## src/rtl/cpu_defs.sv

```systemverilog
// Shared definitions for the EXE-stage multiply/divide sequencer:
// operation codes, sequencer states and the HI/LO commit selection.
package cpu_defs;

    localparam logic [2:0] MD_MULT  = 3'd0;
    localparam logic [2:0] MD_MULTU = 3'd1;
    localparam logic [2:0] MD_DIV   = 3'd2;
    localparam logic [2:0] MD_DIVU  = 3'd3;
    localparam logic [2:0] MD_MTHI  = 3'd4;
    localparam logic [2:0] MD_MTLO  = 3'd5;

    typedef enum logic [1:0] {
        ST_IDLE,
        ST_MUL_WAIT,
        ST_DIV_WAIT,
        ST_DRAIN
    } md_state_e;

    typedef enum logic [2:0] {
        HL_NONE,
        HL_MTHI,
        HL_MTLO,
        HL_DIVZ,
        HL_MUL,
        HL_DIV
    } hilo_sel_e;

endpackage

```

## src/rtl/hilo_reg.sv

```systemverilog
// Architectural HI/LO register pair. The sequencer picks which result
// source is committed; each register has its own write enable.
module hilo_reg
    import cpu_defs::*;
#(
    parameter logic [31:0] DIV_ZERO_LO = 32'hFFFF_FFFF
) (
    input  logic        clk,
    input  logic        reset,
    input  hilo_sel_e   sel,
    input  logic [31:0] src1,
    input  logic [63:0] product,
    input  logic [31:0] quotient,
    input  logic [31:0] remainder,
    output logic [31:0] hi,
    output logic [31:0] lo
);

    logic        hi_we;
    logic        lo_we;
    logic [31:0] hi_wdata;
    logic [31:0] lo_wdata;
    logic [31:0] hi_d;
    logic [31:0] hi_q;
    logic [31:0] lo_d;
    logic [31:0] lo_q;

    // Commit mux: decode the selected source into per-register enables and data.
    always_comb begin
        hi_we    = 1'b0;
        lo_we    = 1'b0;
        hi_wdata = src1;
        lo_wdata = src1;
        case (sel)
            HL_MTHI: hi_we = 1'b1;
            HL_MTLO: lo_we = 1'b1;
            HL_DIVZ: begin
                hi_we    = 1'b1;
                lo_we    = 1'b1;
                lo_wdata = DIV_ZERO_LO;
            end
            HL_MUL: begin
                hi_we    = 1'b1;
                lo_we    = 1'b1;
                hi_wdata = product[63:32];
                lo_wdata = product[31:0];
            end
            HL_DIV: begin
                hi_we    = 1'b1;
                lo_we    = 1'b1;
                hi_wdata = remainder;
                lo_wdata = quotient;
            end
            default: ;
        endcase
        hi_d = hi_we ? hi_wdata : hi_q;
        lo_d = lo_we ? lo_wdata : lo_q;
    end

    // HI/LO storage, cleared on reset.
    always_ff @(posedge clk or posedge reset) begin
        if (reset) begin
            hi_q <= '0;
            lo_q <= '0;
        end else begin
            hi_q <= hi_d;
            lo_q <= lo_d;
        end
    end

    assign hi = hi_q;
    assign lo = lo_q;

endmodule

```

## src/rtl/muldiv_sched.sv

```systemverilog
// EXE-stage multiply/divide sequencer: accepts HI/LO-writing operations,
// launches the shared iterative multiplier or divider, commits results into
// HI/LO, stalls MFHI/MFLO while a result is outstanding and drops a running
// operation on a pipeline flush.
module muldiv_sched
    import cpu_defs::*;
#(
    parameter logic [31:0] DIV_ZERO_LO = 32'hFFFF_FFFF
) (
    input  logic        clk,
    input  logic        reset,
    input  logic        op_valid,
    input  logic [2:0]  op_code,
    input  logic [31:0] op_src1,
    input  logic [31:0] op_src2,
    output logic        op_ready,
    output logic        op_done,
    input  logic        flush,
    output logic        mult_begin,
    output logic        mult_signed,
    output logic [31:0] mult_op1,
    output logic [31:0] mult_op2,
    input  logic [63:0] product,
    input  logic        mult_end,
    output logic        div_begin,
    output logic        div_signed,
    output logic [31:0] div_op1,
    output logic [31:0] div_op2,
    input  logic [31:0] quotient,
    input  logic [31:0] remainder,
    input  logic        div_end,
    input  logic        rd_hi,
    input  logic        rd_lo,
    output logic        rd_stall,
    output logic [31:0] hi,
    output logic [31:0] lo
);

    md_state_e   state_d;
    md_state_e   state_q;
    logic [31:0] op1_d;
    logic [31:0] op1_q;
    logic [31:0] op2_d;
    logic [31:0] op2_q;
    logic        mult_signed_d;
    logic        mult_signed_q;
    logic        div_signed_d;
    logic        div_signed_q;
    logic        done_d;
    logic        done_q;
    hilo_sel_e   hilo_sel;

    // Next-state, launch pulses, commit selection and done generation.
    always_comb begin
        state_d       = state_q;
        op1_d         = op1_q;
        op2_d         = op2_q;
        mult_signed_d = mult_signed_q;
        div_signed_d  = div_signed_q;
        done_d        = 1'b0;
        hilo_sel      = HL_NONE;
        op_ready      = 1'b0;
        mult_begin    = 1'b0;
        div_begin     = 1'b0;
        case (state_q)
            ST_IDLE: begin
                op_ready = op_valid;
                if (op_valid && !flush) begin
                    case (op_code)
                        MD_MULT, MD_MULTU: begin
                            mult_begin    = 1'b1;
                            op1_d         = op_src1;
                            op2_d         = op_src2;
                            mult_signed_d = (op_code == MD_MULT);
                            state_d       = ST_MUL_WAIT;
                        end
                        MD_DIV, MD_DIVU: begin
                            if (op_src2 == 32'd0) begin
                                hilo_sel = HL_DIVZ;
                                done_d   = 1'b1;
                            end else begin
                                div_begin    = 1'b1;
                                op1_d        = op_src1;
                                op2_d        = op_src2;
                                div_signed_d = (op_code == MD_DIV);
                                state_d      = ST_DIV_WAIT;
                            end
                        end
                        MD_MTHI: begin
                            hilo_sel = HL_MTHI;
                            done_d   = 1'b1;
                        end
                        MD_MTLO: begin
                            hilo_sel = HL_MTLO;
                            done_d   = 1'b1;
                        end
                        default: ;
                    endcase
                end
            end
            ST_MUL_WAIT: begin
                if (flush) begin
                    state_d = mult_end ? ST_IDLE : ST_DRAIN;
                end else if (mult_end) begin
                    hilo_sel = HL_MUL;
                    done_d   = 1'b1;
                    state_d  = ST_IDLE;
                end
            end
            ST_DIV_WAIT: begin
                if (flush) begin
                    state_d = div_end ? ST_IDLE : ST_DRAIN;
                end else if (div_end) begin
                    hilo_sel = HL_DIV;
                    done_d   = 1'b1;
                    state_d  = ST_IDLE;
                end
            end
            ST_DRAIN: begin
                if (mult_end || div_end) begin
                    state_d = ST_IDLE;
                end
            end
            default: state_d = ST_IDLE;
        endcase
    end

    // Sequencer state, operand/sign registers and the done pulse.
    always_ff @(posedge clk or posedge reset) begin
        if (reset) begin
            state_q       <= ST_IDLE;
            op1_q         <= '0;
            op2_q         <= '0;
            mult_signed_q <= 1'b0;
            div_signed_q  <= 1'b0;
            done_q        <= 1'b0;
        end else begin
            state_q       <= state_d;
            op1_q         <= op1_d;
            op2_q         <= op2_d;
            mult_signed_q <= mult_signed_d;
            div_signed_q  <= div_signed_d;
            done_q        <= done_d;
        end
    end

    // During the launch cycle the operands bypass the registers so the unit
    // sees valid values alongside its begin pulse.
    assign mult_op1    = mult_begin ? op_src1 : op1_q;
    assign mult_op2    = mult_begin ? op_src2 : op2_q;
    assign mult_signed = mult_begin ? (op_code == MD_MULT) : mult_signed_q;
    assign div_op1     = div_begin ? op_src1 : op1_q;
    assign div_op2     = div_begin ? op_src2 : op2_q;
    assign div_signed  = div_begin ? (op_code == MD_DIV) : div_signed_q;

    assign op_done  = done_q;
    assign rd_stall = (state_q != ST_IDLE) && (rd_hi || rd_lo);

    hilo_reg #(
        .DIV_ZERO_LO(DIV_ZERO_LO)
    ) u_hilo (
        .clk      (clk),
        .reset    (reset),
        .sel      (hilo_sel),
        .src1     (op_src1),
        .product  (product),
        .quotient (quotient),
        .remainder(remainder),
        .hi       (hi),
        .lo       (lo)
    );

endmodule

```

## config.mk

```make
export PLATFORM = sky130hd
export DESIGN_NAME = muldiv_sched
export DESIGN_NICKNAME = d
export VERILOG_FILES = /design/src/rtl/cpu_defs.sv /design/src/rtl/hilo_reg.sv /design/src/rtl/muldiv_sched.sv
export SDC_FILE = /design/constraint.sdc
export NUM_CORES = 1
export LEC_CHECK = 0
export BUFFER_PORTS_ARGS = -buffer_cell sky130_fd_sc_hd__buf_2
export CAP_MARGIN = 20
export CORE_AREA = 2 2 157 159
export CTS_BUF_LIST = sky130_fd_sc_hd__clkbuf_2
export DETAILED_ROUTE_END_ITERATION = 12
export DIE_AREA = 0 0 159 161
export SETUP_SLACK_MARGIN = 0.05
export SLEW_MARGIN = 20
export SYNTH_ARGS = -nofsm -noshare
export SYNTH_HDL_FRONTEND = slang
export SYNTH_SLANG_ARGS = --single-unit
```

## constraint.sdc

```tcl
create_clock -name clk -period 4.05 [get_ports clk]
set_input_delay 0.6075 -clock clk [delete_from_list [all_inputs] [get_ports clk]]
set_output_delay 0.6075 -clock clk [all_outputs]
set_load 0.05 [all_outputs]
```

# Word-level counts from Yosys, hierarchy flattened
# Cells that the tools add are included.
# totals
regBits	133
latch_bits	0
ram_bits	0
mem_bits_ro	0
elab_cells	97
n_memories	0
# op_classes
addsub	0
mul	0
n_div	0
order_cmp	0
eq_ne	20
shift	0
mux	49
bitwise	1
reduce_logical	19
# op_table
operator	count
$mux W32	6
$pmux W32 S2	3
$pmux W32 S3	1
$logic_not A32 Y1	1
$mux W2	11
$mux W1	18
$eq A3 B2 Y1 const B	4
$eq A3 B3 Y1 const B	4
$mux W3	4
$ne A3 B3 Y1 const B	3
$pmux W3 S3	1
$pmux W2 S4	1
$reduce_and A4 Y1	2
$reduce_or A4 Y1	2
$eq A3 B1 Y1 const B	2
$ne A2 B2 Y1 const B	3
$pmux W2 S3	1
$reduce_and A6 Y1	1
$reduce_or A2 Y1	3
$eq A2 B2 Y1 const B	2
$pmux W2 S2	1
$reduce_bool A2 Y1	2
$logic_not A3 Y1	1
$ne A3 B1 Y1 const B	1
other kinds (9)	11

# Longest topological paths before layout
# Gate-level depths: netlist of the first run.
# logic_depth
word_depth	8
ltp_mapped	8
mapped_depth_nobuf	6

# By module
# Synthesis of the first run repeated with hierarchy kept, for this count alone.
# unflattened
hier_cells	727
area_unflattened_um2	8306.7
# by_module_without_submodules
mod	instances	cells_each	area_per_inst_um2	seq_area_each_um2
muldiv_sched	1	331	4496.8	1726.7
hilo_reg	1	396	3809.9	1601.5

# Worst setup path before layout of the first run
# No wires, ideal clock.
# synth_path
kind	in2out
start	input flush
end	output mult_signed
arrival_ns	3.214
path_slack_ns	0.229
stages	5
n_path_buf	2
path_cell_list	nor4b_4 > nand2_1 > clkbuf_1 > buf_2 > o41ai_1
# synth_between
elab_chain_len	5
# synth_lines
element	line_no	rtl
from (decl)	muldiv_sched.sv:18	input logic flush,
$logic_not A1 Y1	muldiv_sched.sv:68	if (op_valid && !flush) begin
$logic_and A1 B1 Y1	muldiv_sched.sv:68	
$mux W1	muldiv_sched.sv:68	
$mux W1	muldiv_sched.sv:65	case (state_q)
$mux W1	muldiv_sched.sv:151	assign mult_signed = mult_begin ? (op_code == MD_MULT) : mult_signed_q;
to (decl)	muldiv_sched.sv:20	output logic mult_signed,
# Every way passes these cells.

# Final worst setup path of the first run
# layout_path
start	register state_q[0]
end	output mult_op2[2]
# layout_between
elab_chain_len	3
# layout_lines
element	line_no	rtl
from (decl)	muldiv_sched.sv:40	md_state_e state_q;
from (signal assigned)	muldiv_sched.sv:138	state_q <= state_d;
$logic_not A2 Y1	muldiv_sched.sv:65	
$mux W1	muldiv_sched.sv:65	
$mux W32	muldiv_sched.sv:150	assign mult_op2 = mult_begin ? op_src2 : op2_q;
to (decl)	muldiv_sched.sv:22	output logic [31:0] mult_op2,
# Every way passes these cells.

==> results of run 1 <==
what timing repair did:
action	CTS	global route
hold buffers	1	0
endpoints found under the hold margin	25	0
resized for setup	0	0
cells by family (layout without fill, tap and decap cells):
group           count (synthesis)  count (layout)  synth area share
mux                           256             256             0.374
flops                         133             133             0.414
simple gates                  131             131            0.0728
compound gates                106             106            0.0952
buf+inv                        59             456            0.0400
fa+ha+maj                       3               3           0.00467
other cells                     0               1                 0
state kept, by name, summed over array words and instances, names as in the netlist:
signal	flops
u_hilo.lo	32
u_hilo.hi	32
op2_q	32
op1_q	32
state_q	2
mult_signed_q	1
op_done	1
div_signed_q	1
cell type report:
class / count / area, µm² / area share
Multi-Input combinational cell: 496 / 4460 / 0.419
Sequential cell: 133 / 3330 / 0.312
Timing Repair Buffer: 417 / 2180 / 0.205
Tap cell: 324 / 405 / 0.0380
Clock inverter: 15 / 165 / 0.0155
Clock buffer: 17 / 85.1 / 0.00798
Inverter: 7 / 30.0 / 0.00282
Antenna cell: 1 / 2.50 / 0.000235
layout by cell type (no fill, tap or decap), types with 32 or more instances in the layout:
cell                      instances
sky130_fd_sc_hd__buf_2          401
sky130_fd_sc_hd__mux2_2         145
sky130_fd_sc_hd__dfrtp_1        133
sky130_fd_sc_hd__nand2_1         70
sky130_fd_sc_hd__mux2_4          44
sky130_fd_sc_hd__mux2_1          35
sky130_fd_sc_hd__nor2_1          35
sky130_fd_sc_hd__a22oi_1         32
sky130_fd_sc_hd__a22o_1          32
sky130_fd_sc_hd__a21oi_1         32
sky130_fd_sc_hd__mux2i_1         32
critical path: stages (launching register included):
cell	delay, ps
sky130_fd_sc_hd__dfrtp_1	570
sky130_fd_sc_hd__nor4b_4	70
sky130_fd_sc_hd__buf_4	180
sky130_fd_sc_hd__nand2_4	430
sky130_fd_sc_hd__buf_4	420
sky130_fd_sc_hd__mux2_2	400
sky130_fd_sc_hd__buf_2	220
worst max path at each step:
stage             endpoint  cells after the start
6_report       mult_op2[2]                      6
5_1_grt        mult_op2[2]                      6
4_1_cts        mult_op2[2]                      6
3_5_place_dp    div_op1[3]                      7
3_3_place_gp    div_op1[6]                      7
2_1_floorplan  mult_signed                      5
metrics by stage:
stage          power, mW  hold WS, ps  setup WS (ps)
2_1_floorplan       6.53          437            229
3_3_place_gp        7.75          449            567
3_5_place_dp        7.78          462            533
4_1_cts             8.67         60.8            361
5_1_grt             9.00         43.4            239
6_report            8.59          177            471
report_power, final:
group | leakage [nW] | switching [mW] | total [mW] | internal, mW
Sequential | 1.60 | 0.361 | 2.25 | 1.89
Clock | 0.141 | 0.557 | 0.854 | 0.296
Combinational | 3.79 | 3.94 | 5.48 | 1.54
metal layers:
| metal | track usage | vias to the layer above | share of wire |
|---|---|---|---|
| li1 | - | 3292 | - |
| met1 | 0.251 | 3351 | 0.42 |
| met2 | 0.339 | 286 | 0.49 |
| met3 | 0.0483 | 30 | 0.061 |
| met4 | 0.0595 | 0 | 0.020 |
| met5 | 0 | - | 0 |
==> flow_metrics.env, run 1 <==
export IMPL_grt_start_max_net_pins=78
export IMPL_ys_seq_area_frac=0.414
export IMPL_rsz0062_at_grt="false"
export IMPL_root_buffer="sky130_fd_sc_hd__clkbuf_2"
export IMPL_cell_area_after_placement_um2=10400
export IMPL_global_route_usage_total=0.199
export IMPL_fp_row_count=57
export IMPL_asyncSetResetFlopFracSynth=1.00
export IMPL_finish_cell_count_without_fillers=1410
export IMPL_postLayoutCellArea_um2=10700
export IMPL_final_setup_skew_ps=39.1
export IMPL_min_to="mult_signed_q"
export IMPL_num_nets_final=1278
export IMPL_final_layout_size_suffix_gt1_frac=0.598
export IMPL_dr_total_vias=6959
export IMPL_ios=402
export IMPL_vias_per_cell=4.94
export IMPL_startpoint_type="register"
export IMPL_antenna_found_initial=1
export IMPL_core_area_um2=24000
export IMPL_relSlewSlack=0.492
export IMPL_max_cap_violations=0
export IMPL_cts_tree="yes"
export IMPL_post_cts_setup_buffer_count=0
export IMPL_nFillCells=2369
export IMPL_syn_avg_cell_area_um2=11.7
export IMPL_fp_dieW_um=159
export IMPL_place_congestion=0.804
export IMPL_die_h_um=161
export IMPL_ys_types=36
export IMPL_rrSetupSlack_ps=1750
export IMPL_yosysMostFrequentCell="sky130_fd_sc_hd__mux2_2"
export IMPL_first_pass_iters=5
export IMPL_final_min_period_over_clock_period=0.884
export IMPL_crit_path_time_final_ps=3580
export IMPL_critPathMaxFanout=36
export IMPL_finalSetupViolCount=0
export IMPL_totalNegativeSetupSlack_ps=0
export IMPL_drt_wirelength_per_cell_um=18.3
export IMPL_utilization=0.445
export IMPL_count_of_unresolved_drc_violations_after_routing=0
export IMPL_clkTransAtPathRegs_ps=210
export IMPL_clkSinkCount=133
export IMPL_crit_arrival_ps=2970
export IMPL_critPathCaptureType="primary output"
export IMPL_ys_top_cells_by_count="sky130_fd_sc_hd__mux2_2 (145), sky130_fd_sc_hd__dfrtp_1 (133), sky130_fd_sc_hd__nand2_1 (71)"
export IMPL_startpoint="state_q[0]"
export IMPL_via_count_of_the_first_global_routing_pass=6922
export IMPL_yosys_register_bits=133
export IMPL_run_status="complete, no violations"
export IMPL_setup_worst_path_class="register to primary output"
export IMPL_start_util=0.336
export IMPL_leakage_nw=5.54
export IMPL_synthTopCellsByArea="sky130_fd_sc_hd__dfrtp_1 (41%), sky130_fd_sc_hd__mux2_2 (20%), sky130_fd_sc_hd__mux2_4 (8.2%), sky130_fd_sc_hd__mux2_1 (4.9%), sky130_fd_sc_hd__mux2i_1 (4.0%)"
export IMPL_p_per_area_nw_per_um2=806
export IMPL_die_area_um2=25600
export IMPL_detailed_place_hpwl_um=19100
export IMPL_first_pass_grt_wire_length_um=40200
export IMPL_synth_top_area_frac=0.414
export IMPL_flow_area_growth_from_synthesis_pct=32.4
export IMPL_drt_initial_drc_count=319
export IMPL_routed_wire_length_um=25800
export IMPL_synth_net_count=894
export IMPL_commonest_register_cell_after_synthesis="sky130_fd_sc_hd__dfrtp_1"
export IMPL_clk_path_buf_depth=2
export IMPL_r2r_cells=6
export IMPL_finalHoldViolCount=0
export IMPL_synth_area_um2=8050
export IMPL_synth_cells=688
export IMPL_fmax_mhz=279
export IMPL_holdPathStages=2
export IMPL_cp_data_required_time_ps=3440
export IMPL_placed_cells=1376
export IMPL_global_route_overflow_total=0
export IMPL_io_buffer_count=401
export IMPL_ys_warn_count=0
export IMPL_yosys_area_top_type="sky130_fd_sc_hd__dfrtp_1"
export IMPL_timing_final_max_slew_violations=0
export IMPL_hold_crit_class="input port to register"
export IMPL_number_of_nets_with_antenna_violations_after_detailed_routing=0
export IMPL_reg2reg_from="state_q[1]"
export IMPL_synth_edf_count=0
export IMPL_clk_latency_ps=670
export IMPL_tritoncts_num_buffers=17
export IMPL_cts_max_level=4
export IMPL_max_slew_worst_pin_slew_ps=762
export IMPL_power_ir_vdd_worst_mv=0.400
export IMPL_min_from="op_code[1]"
export IMPL_reg2reg_to="op1_q[24]"
Power figures use the tool's default switching activity.
==> run 2, diff against run 1 <==
- CORE_AREA: 2 2 157 159 -> 2 2 158 160
- DIE_AREA: 0 0 159 161 -> 0 0 160 162
- SYNTH_HIERARCHICAL: not set -> 1
==> flow_metrics.env, run 2 <==
export IMPL_cp_data_required_time_ps=3440
export IMPL_count_of_unresolved_drc_violations_after_routing=0
export IMPL_ys_types=40
export IMPL_nFillCells=2390
export IMPL_routed_wire_length_um=26800
export IMPL_tritoncts_num_buffers=17
export IMPL_setup_worst_path_class="register to primary output"
export IMPL_p_per_area_nw_per_um2=913
export IMPL_relSlewSlack=0.421
export IMPL_finalSetupViolCount=0
export IMPL_drt_initial_drc_count=387
export IMPL_commonest_register_cell_after_synthesis="sky130_fd_sc_hd__dfrtp_1"
export IMPL_hold_crit_class="input port to register"
export IMPL_cell_area_after_placement_um2=10600
export IMPL_yosys_area_top_type="sky130_fd_sc_hd__dfrtp_1"
export IMPL_io_buffer_count=401
export IMPL_critPathBufInv=2
export IMPL_highest_delay_cell_along_the_critical_path="sky130_fd_sc_hd__or4b_4"
export IMPL_drt_wirelength_per_cell_um=18.5
export IMPL_cts_tree="yes"
export IMPL_power_ir_vdd_worst_mv=0.646
export IMPL_synth_net_count=931
export IMPL_via_count_of_the_first_global_routing_pass=7174
export IMPL_number_of_nets_with_antenna_violations_after_detailed_routing=0
export IMPL_fmax_mhz=269
export IMPL_postLayoutCellArea_um2=10800
export IMPL_dr_total_vias=7183
export IMPL_asyncSetResetFlopFracSynth=1.00
export IMPL_reg2reg_from="state_q[0]"
export IMPL_fp_dieW_um=160
export IMPL_final_setup_skew_ps=43.0
export IMPL_yosys_register_bits=133
export IMPL_fp_row_count=57
export IMPL_leakage_nw=5.12
export IMPL_worstPathCellList="or4b_4, nor3_4, buf_12, mux2_2, buf_2"
export IMPL_clk_latency_ps=690
export IMPL_global_route_usage_total=0.200
export IMPL_cpPeakStageDelay_ps=670
export IMPL_synth_area_um2=8310
export IMPL_critPathCaptureType="primary output"
export IMPL_holdPathStages=2
export IMPL_num_nets_final=1314
export IMPL_clk_path_buf_depth=2
export IMPL_place_congestion=0.819
export IMPL_rsz0062_at_grt="false"
export IMPL_min_to="mult_signed_q"
export IMPL_critPathMaxFanout=67
export IMPL_totalNegativeSetupSlack_ps=0
export IMPL_layout_commonest_cell="sky130_fd_sc_hd__buf_2"
export IMPL_max_cap_violations=0
export IMPL_ios=402
export IMPL_ys_seq_area_frac=0.401
export IMPL_first_pass_grt_wire_length_um=40500
export IMPL_synthTopCellsByArea="sky130_fd_sc_hd__dfrtp_1 (40%), sky130_fd_sc_hd__mux2_2 (32%), sky130_fd_sc_hd__a32oi_1 (3.4%), sky130_fd_sc_hd__mux2_4 (3.3%), sky130_fd_sc_hd__nand2_1 (3.0%)"
export IMPL_startpoint_type="register"
export IMPL_r2r_cells=9
export IMPL_total_power_mw=9.89
export IMPL_clkSinkCount=133
export IMPL_mostFrequentLayoutCells="sky130_fd_sc_hd__buf_2 (401), sky130_fd_sc_hd__mux2_2 (234), sky130_fd_sc_hd__dfrtp_1 (133), sky130_fd_sc_hd__nand2_1 (66), sky130_fd_sc_hd__inv_1 (35)"
export IMPL_syn_avg_cell_area_um2=11.4
export IMPL_reg2reg_to="u_hilo/lo[29]"
export IMPL_rrSetupSlack_ps=1250
export IMPL_final_layout_size_suffix_gt1_frac=0.646
export IMPL_synth_edf_count=0
export IMPL_max_slew_worst_pin_slew_ps=867
export IMPL_min_from="op_code[0]"
export IMPL_vias_per_cell=4.96
export IMPL_timing_critical_path_max_delay_family="simple AND/OR/NAND/NOR gates"
export IMPL_root_buffer="sky130_fd_sc_hd__clkbuf_2"
export IMPL_finalHoldViolCount=0
export IMPL_final_min_period_over_clock_period=0.918
export IMPL_yosysMostFrequentCell="sky130_fd_sc_hd__mux2_2"
export IMPL_crit_path_time_final_ps=3720
export IMPL_timing_final_max_slew_violations=0
export IMPL_synth_top_area_frac=0.401
export IMPL_detailed_place_hpwl_um=20200
export IMPL_ys_warn_count=6
export IMPL_grt_start_max_net_pins=69
export IMPL_global_route_overflow_total=0
export IMPL_start_util=0.345
export IMPL_flow_area_growth_from_synthesis_pct=30.4
export IMPL_die_h_um=162
export IMPL_clkTransAtPathRegs_ps=240
export IMPL_ys_top_cells_by_count="sky130_fd_sc_hd__mux2_2 (234), sky130_fd_sc_hd__dfrtp_1 (133), sky130_fd_sc_hd__nand2_1 (66)"
export IMPL_die_area_um2=25900
export IMPL_crit_arrival_ps=3110
export IMPL_synth_cells=727
export IMPL_first_pass_iters=4
export IMPL_run_status="complete, no violations"
export IMPL_core_area_um2=24100
export IMPL_cts_max_level=4
export IMPL_antenna_found_initial=1
==> run 2: changes by cell type after synthesis, moves of 33 or more <==
cell	previous run	this run
sky130_fd_sc_hd__nor3_1	0	33
sky130_fd_sc_hd__nand2b_1	0	34
sky130_fd_sc_hd__mux2_2	145	234
sky130_fd_sc_hd__nor2_1	37	3
==> run 2: power breakdown <==
group          internal [mW]  switching (mW)  total [mW]
logic                   1.89            4.82        6.72
clock network          0.233           0.545       0.779
registers               1.97           0.428        2.39
==> run 2: worst max-delay path by stage <==
stage                     cells past startpoint         from  slack, ps       endpoint
after detailed placement                     11  op_src2[16]        450  u_hilo/lo[28]
after global routing                          5   state_q[0]        110   mult_op1[30]
after global placement                       12   op_src2[2]        440  u_hilo/hi[23]
after floorplan                               6        flush        810    mult_signed
final                                         5   state_q[0]        330   mult_op1[30]
after CTS                                     5   state_q[0]        210   mult_op1[30]
==> run 2: what timing repair did <==
item / 4_1_cts / 5_1_grt
endpoints found under the setup margin: 2 / 0
hold buffers: 2 / 0
setup buffers: 0 / 0
resized for setup: 1 / 0
endpoints found under the hold margin: 62 / 0
==> run 2: cell families (layout without fill, tap and decap cells) <==
group           count (synthesis)  count (layout)  synth area share
compound gates                 79              79            0.0803
fa+ha+maj                       1               1           0.00151
buf+inv                        96             492            0.0601
flops                         133             133             0.401
mux                           258             258             0.358
other cells                     0               1                 0
simple gates                  160             160            0.0996
==> run 2: routing by layer <==
metal | wire length [µm] | global-route usage | vias to the layer above
met5 | 0 | 0 | -
met4 | 308 | 0.0495 | 0
met3 | 2000 | 0.0455 | 19
met2 | 12900 | 0.335 | 302
met1 | 11600 | 0.263 | 3454
li1 | - | - | 3408
==> run 2: layout make-up <==
class                           instances  area, µm²  share of cell area
Antenna cell                            1       2.50            0.000231
Clock buffer                           19       95.1             0.00878
Clock inverter                         13        125              0.0116
Inverter                               37        139              0.0128
Multi-Input combinational cell        498       4520               0.417
Sequential cell                       133       3330               0.307
Tap cell                              324        405              0.0374
Timing Repair Buffer                  423       2210               0.204
==> run 2: stage by stage <==
stage / setup WS, ps / instances / hold WS [ps] / util
floorplan: 811 / 727 / 476 / -
finish: 331 / 1448 / 133 / 0.449
global route: 106 / 1448 / 2.12 / 0.449
global placement: 445 / 1413 / 492 / 0.439
detailed placement: 451 / 1413 / 491 / 0.439
CTS: 206 / 1447 / 15.2 / 0.449
==> run 3, diff against run 2 <==
- PLACE_DENSITY: not set -> 0.76
==> flow_metrics.env, run 3 (same netlist as run 2, synthesis figures left out) <==
export IMPL_top_layer="met4"
export IMPL_mostFrequentLayoutCells="sky130_fd_sc_hd__buf_2 (401), sky130_fd_sc_hd__mux2_2 (234), sky130_fd_sc_hd__dfrtp_1 (133), sky130_fd_sc_hd__nand2_1 (66), sky130_fd_sc_hd__inv_1 (35)"
export IMPL_crit_path_time_final_ps=3650
export IMPL_first_pass_grt_wire_length_um=40200
export IMPL_count_of_unresolved_drc_violations_after_routing=0
export IMPL_power_switching_mw=5.81
export IMPL_clkTransAtPathRegs_ps=230
export IMPL_finalHoldViolCount=0
export IMPL_max_slew_worst_pin_slew_ps=880
export IMPL_clk_latency_ps=670
export IMPL_hold_crit_class="input port to async pin"
export IMPL_final_min_period_over_clock_period=0.902
export IMPL_max_cap_violations=0
export IMPL_fmax_mhz=274
export IMPL_nFillCells=2343
export IMPL_drt_initial_drc_count=483
export IMPL_detailed_place_hpwl_um=20000
export IMPL_relSlewSlack=0.413
export IMPL_first_pass_iters=5
export IMPL_met2_wirelength_um=13200
export IMPL_postLayoutCellArea_um2=10800
export IMPL_die_h_um=162
export IMPL_cts_hold_buf=0
export IMPL_io_buffer_count=401
export IMPL_crit_arrival_ps=3050
export IMPL_timing_critical_path_max_delay_family="simple AND/OR/NAND/NOR gates"
export IMPL_drt_met1_wl_um=11400
export IMPL_root_buffer="sky130_fd_sc_hd__clkbuf_2"
export IMPL_final_setup_skew_ps=33.9
export IMPL_tritoncts_num_buffers=17
export IMPL_cpPeakStageDelay_ps=660
export IMPL_multi_input_comb_area_um2=4520
export IMPL_power_share_switching=0.580
export IMPL_finalSetupViolCount=0
export IMPL_critPathMaxFanout=49
export IMPL_number_of_nets_with_antenna_violations_after_detailed_routing=0
export IMPL_flow_area_growth_from_synthesis_pct=30.4
export IMPL_highest_delay_cell_along_the_critical_path="sky130_fd_sc_hd__or4b_4"
export IMPL_totalNegativeSetupSlack_ps=0
export IMPL_grt_start_max_net_pins=69
export IMPL_final_layout_size_suffix_gt1_frac=0.647
export IMPL_layout_commonest_cell="sky130_fd_sc_hd__buf_2"
export IMPL_die_area_um2=25900
export IMPL_cell_area_after_placement_um2=10600
export IMPL_met3RoutedLength_um=1760
export IMPL_internal_power_mw=4.20
export IMPL_timing_final_max_slew_violations=0
export IMPL_global_route_usage_total=0.197
export IMPL_rsz0062_at_grt="false"
export IMPL_global_route_overflow_total=0
export IMPL_antenna_found_initial=1
export IMPL_critPathCaptureType="primary output"
export IMPL_power_frac_seq=0.240
export IMPL_vias_per_cell=5.06
export IMPL_fin_worst_hold_slack_ps=77.1
export IMPL_startpoint_type="register"
export IMPL_comb_power_share=0.673
export IMPL_critPathBufInv=2
export IMPL_clk_path_buf_depth=2
export IMPL_cts_tree="yes"
export IMPL_power_ir_vdd_worst_mv=0.725
export IMPL_dr_total_vias=7309
export IMPL_cts_max_level=4
export IMPL_worstPathCellList="or4b_4, nor3_4, buf_12, mux2_2, buf_2"
export IMPL_fp_dieW_um=160
export IMPL_p_per_area_nw_per_um2=925
export IMPL_start_util=0.345
export IMPL_setup_worst_path_class="register to primary output"
export IMPL_drt_wirelength_per_cell_um=18.5
export IMPL_ios=402
export IMPL_ff_latch_area_um2=3330
export IMPL_power_share_clock=0.087
export IMPL_cp_data_required_time_ps=3440
export IMPL_place_congestion=0.856
export IMPL_via_count_of_the_first_global_routing_pass=7332
export IMPL_run_status="complete, no violations"
export IMPL_fp_row_count=57
export IMPL_routed_wire_length_um=26700
export IMPL_core_area_um2=24100
export IMPL_clkSinkCount=133
export IMPL_num_nets_final=1311
export IMPL_leakage_nw=5.12
run 3: cell types whose count changed in the layout (fill, tap and decap cells not counted), sizes merged, moves of 2 or more:
cell and change:
clkinvlp -2, inv -3, clkinv +3, dlygate4sd3 -2, bufinv +2
run 3: repair_timing:
item | CTS | global route
resized for setup | 0 | 1
setup buffers | 0 | 0
endpoints found under the setup margin | 0 | 26
run 3: final timing paths:
check | from | to | slack [ps] | cells past startpoint
setup / recovery | state_q[1] | mult_op1[20] | 400 | 5
hold / removal | reset | u_hilo/lo[1] | 80 | 2
min in group clk | mult_end | state_q[0] | 130 | 2
max in group asynchronous | reset | u_hilo/lo[27] | 3030 | 3
hold reg to reg | u_hilo/lo[6] | u_hilo/lo[6] | 520 | 2
setup reg to reg | state_q[1] | u_hilo/lo[24] | 1270 | 8
run 3: power by group through the flow:
stage / logic, mW / registers (mW) / clock network, mW
after floorplan: 4.30 / 3.38 / 0
after global placement: 6.69 / 2.38 / 0
after detailed placement: 6.75 / 2.42 / 0
after CTS: 6.77 / 2.40 / 0.906
after global routing: 7.01 / 2.48 / 0.963
final: 6.74 / 2.40 / 0.871
run 3: final cells by class:
| class | count | area share |
|---|---|---|
| diodes | 1 | 0.000231 |
| multi-input cells | 498 | 0.417 |
| flip-flops and latches | 133 | 0.307 |
| inverters | 37 | 0.0128 |
| repair buffers | 420 | 0.202 |
| clock inverters | 13 | 0.0147 |
| well taps | 324 | 0.0374 |
| clock buffers | 18 | 0.00832 |
run 3: worst register-to-register path: cells and delay by family (launching register included):
family / cells / cell delay, ps
buffers and inverters: 3 / 580
and+or+nand+nor: 1 / 660
AOI/OAI and AO/OA: 3 / 520
DFF: 1 / 550
adders and majority gates: 1 / 330
run 3: per-stage QoR:
step	std cells	setup WS, ps	power (mW)	utilization
after floorplan	727	811	7.68	-
after global placement	1412	426	9.08	0.439
after detailed placement	1412	357	9.18	0.439
after CTS	1443	143	10.1	0.449
after global routing	1444	189	10.5	0.449
final	1444	395	10.0	0.449
run 3: routing by layer:
layer	up-vias	track usage
met4	0	0.0524
met5	-	0
met3	22	0.0434
li1	3402	-
met2	305	0.340
met1	3580	0.252
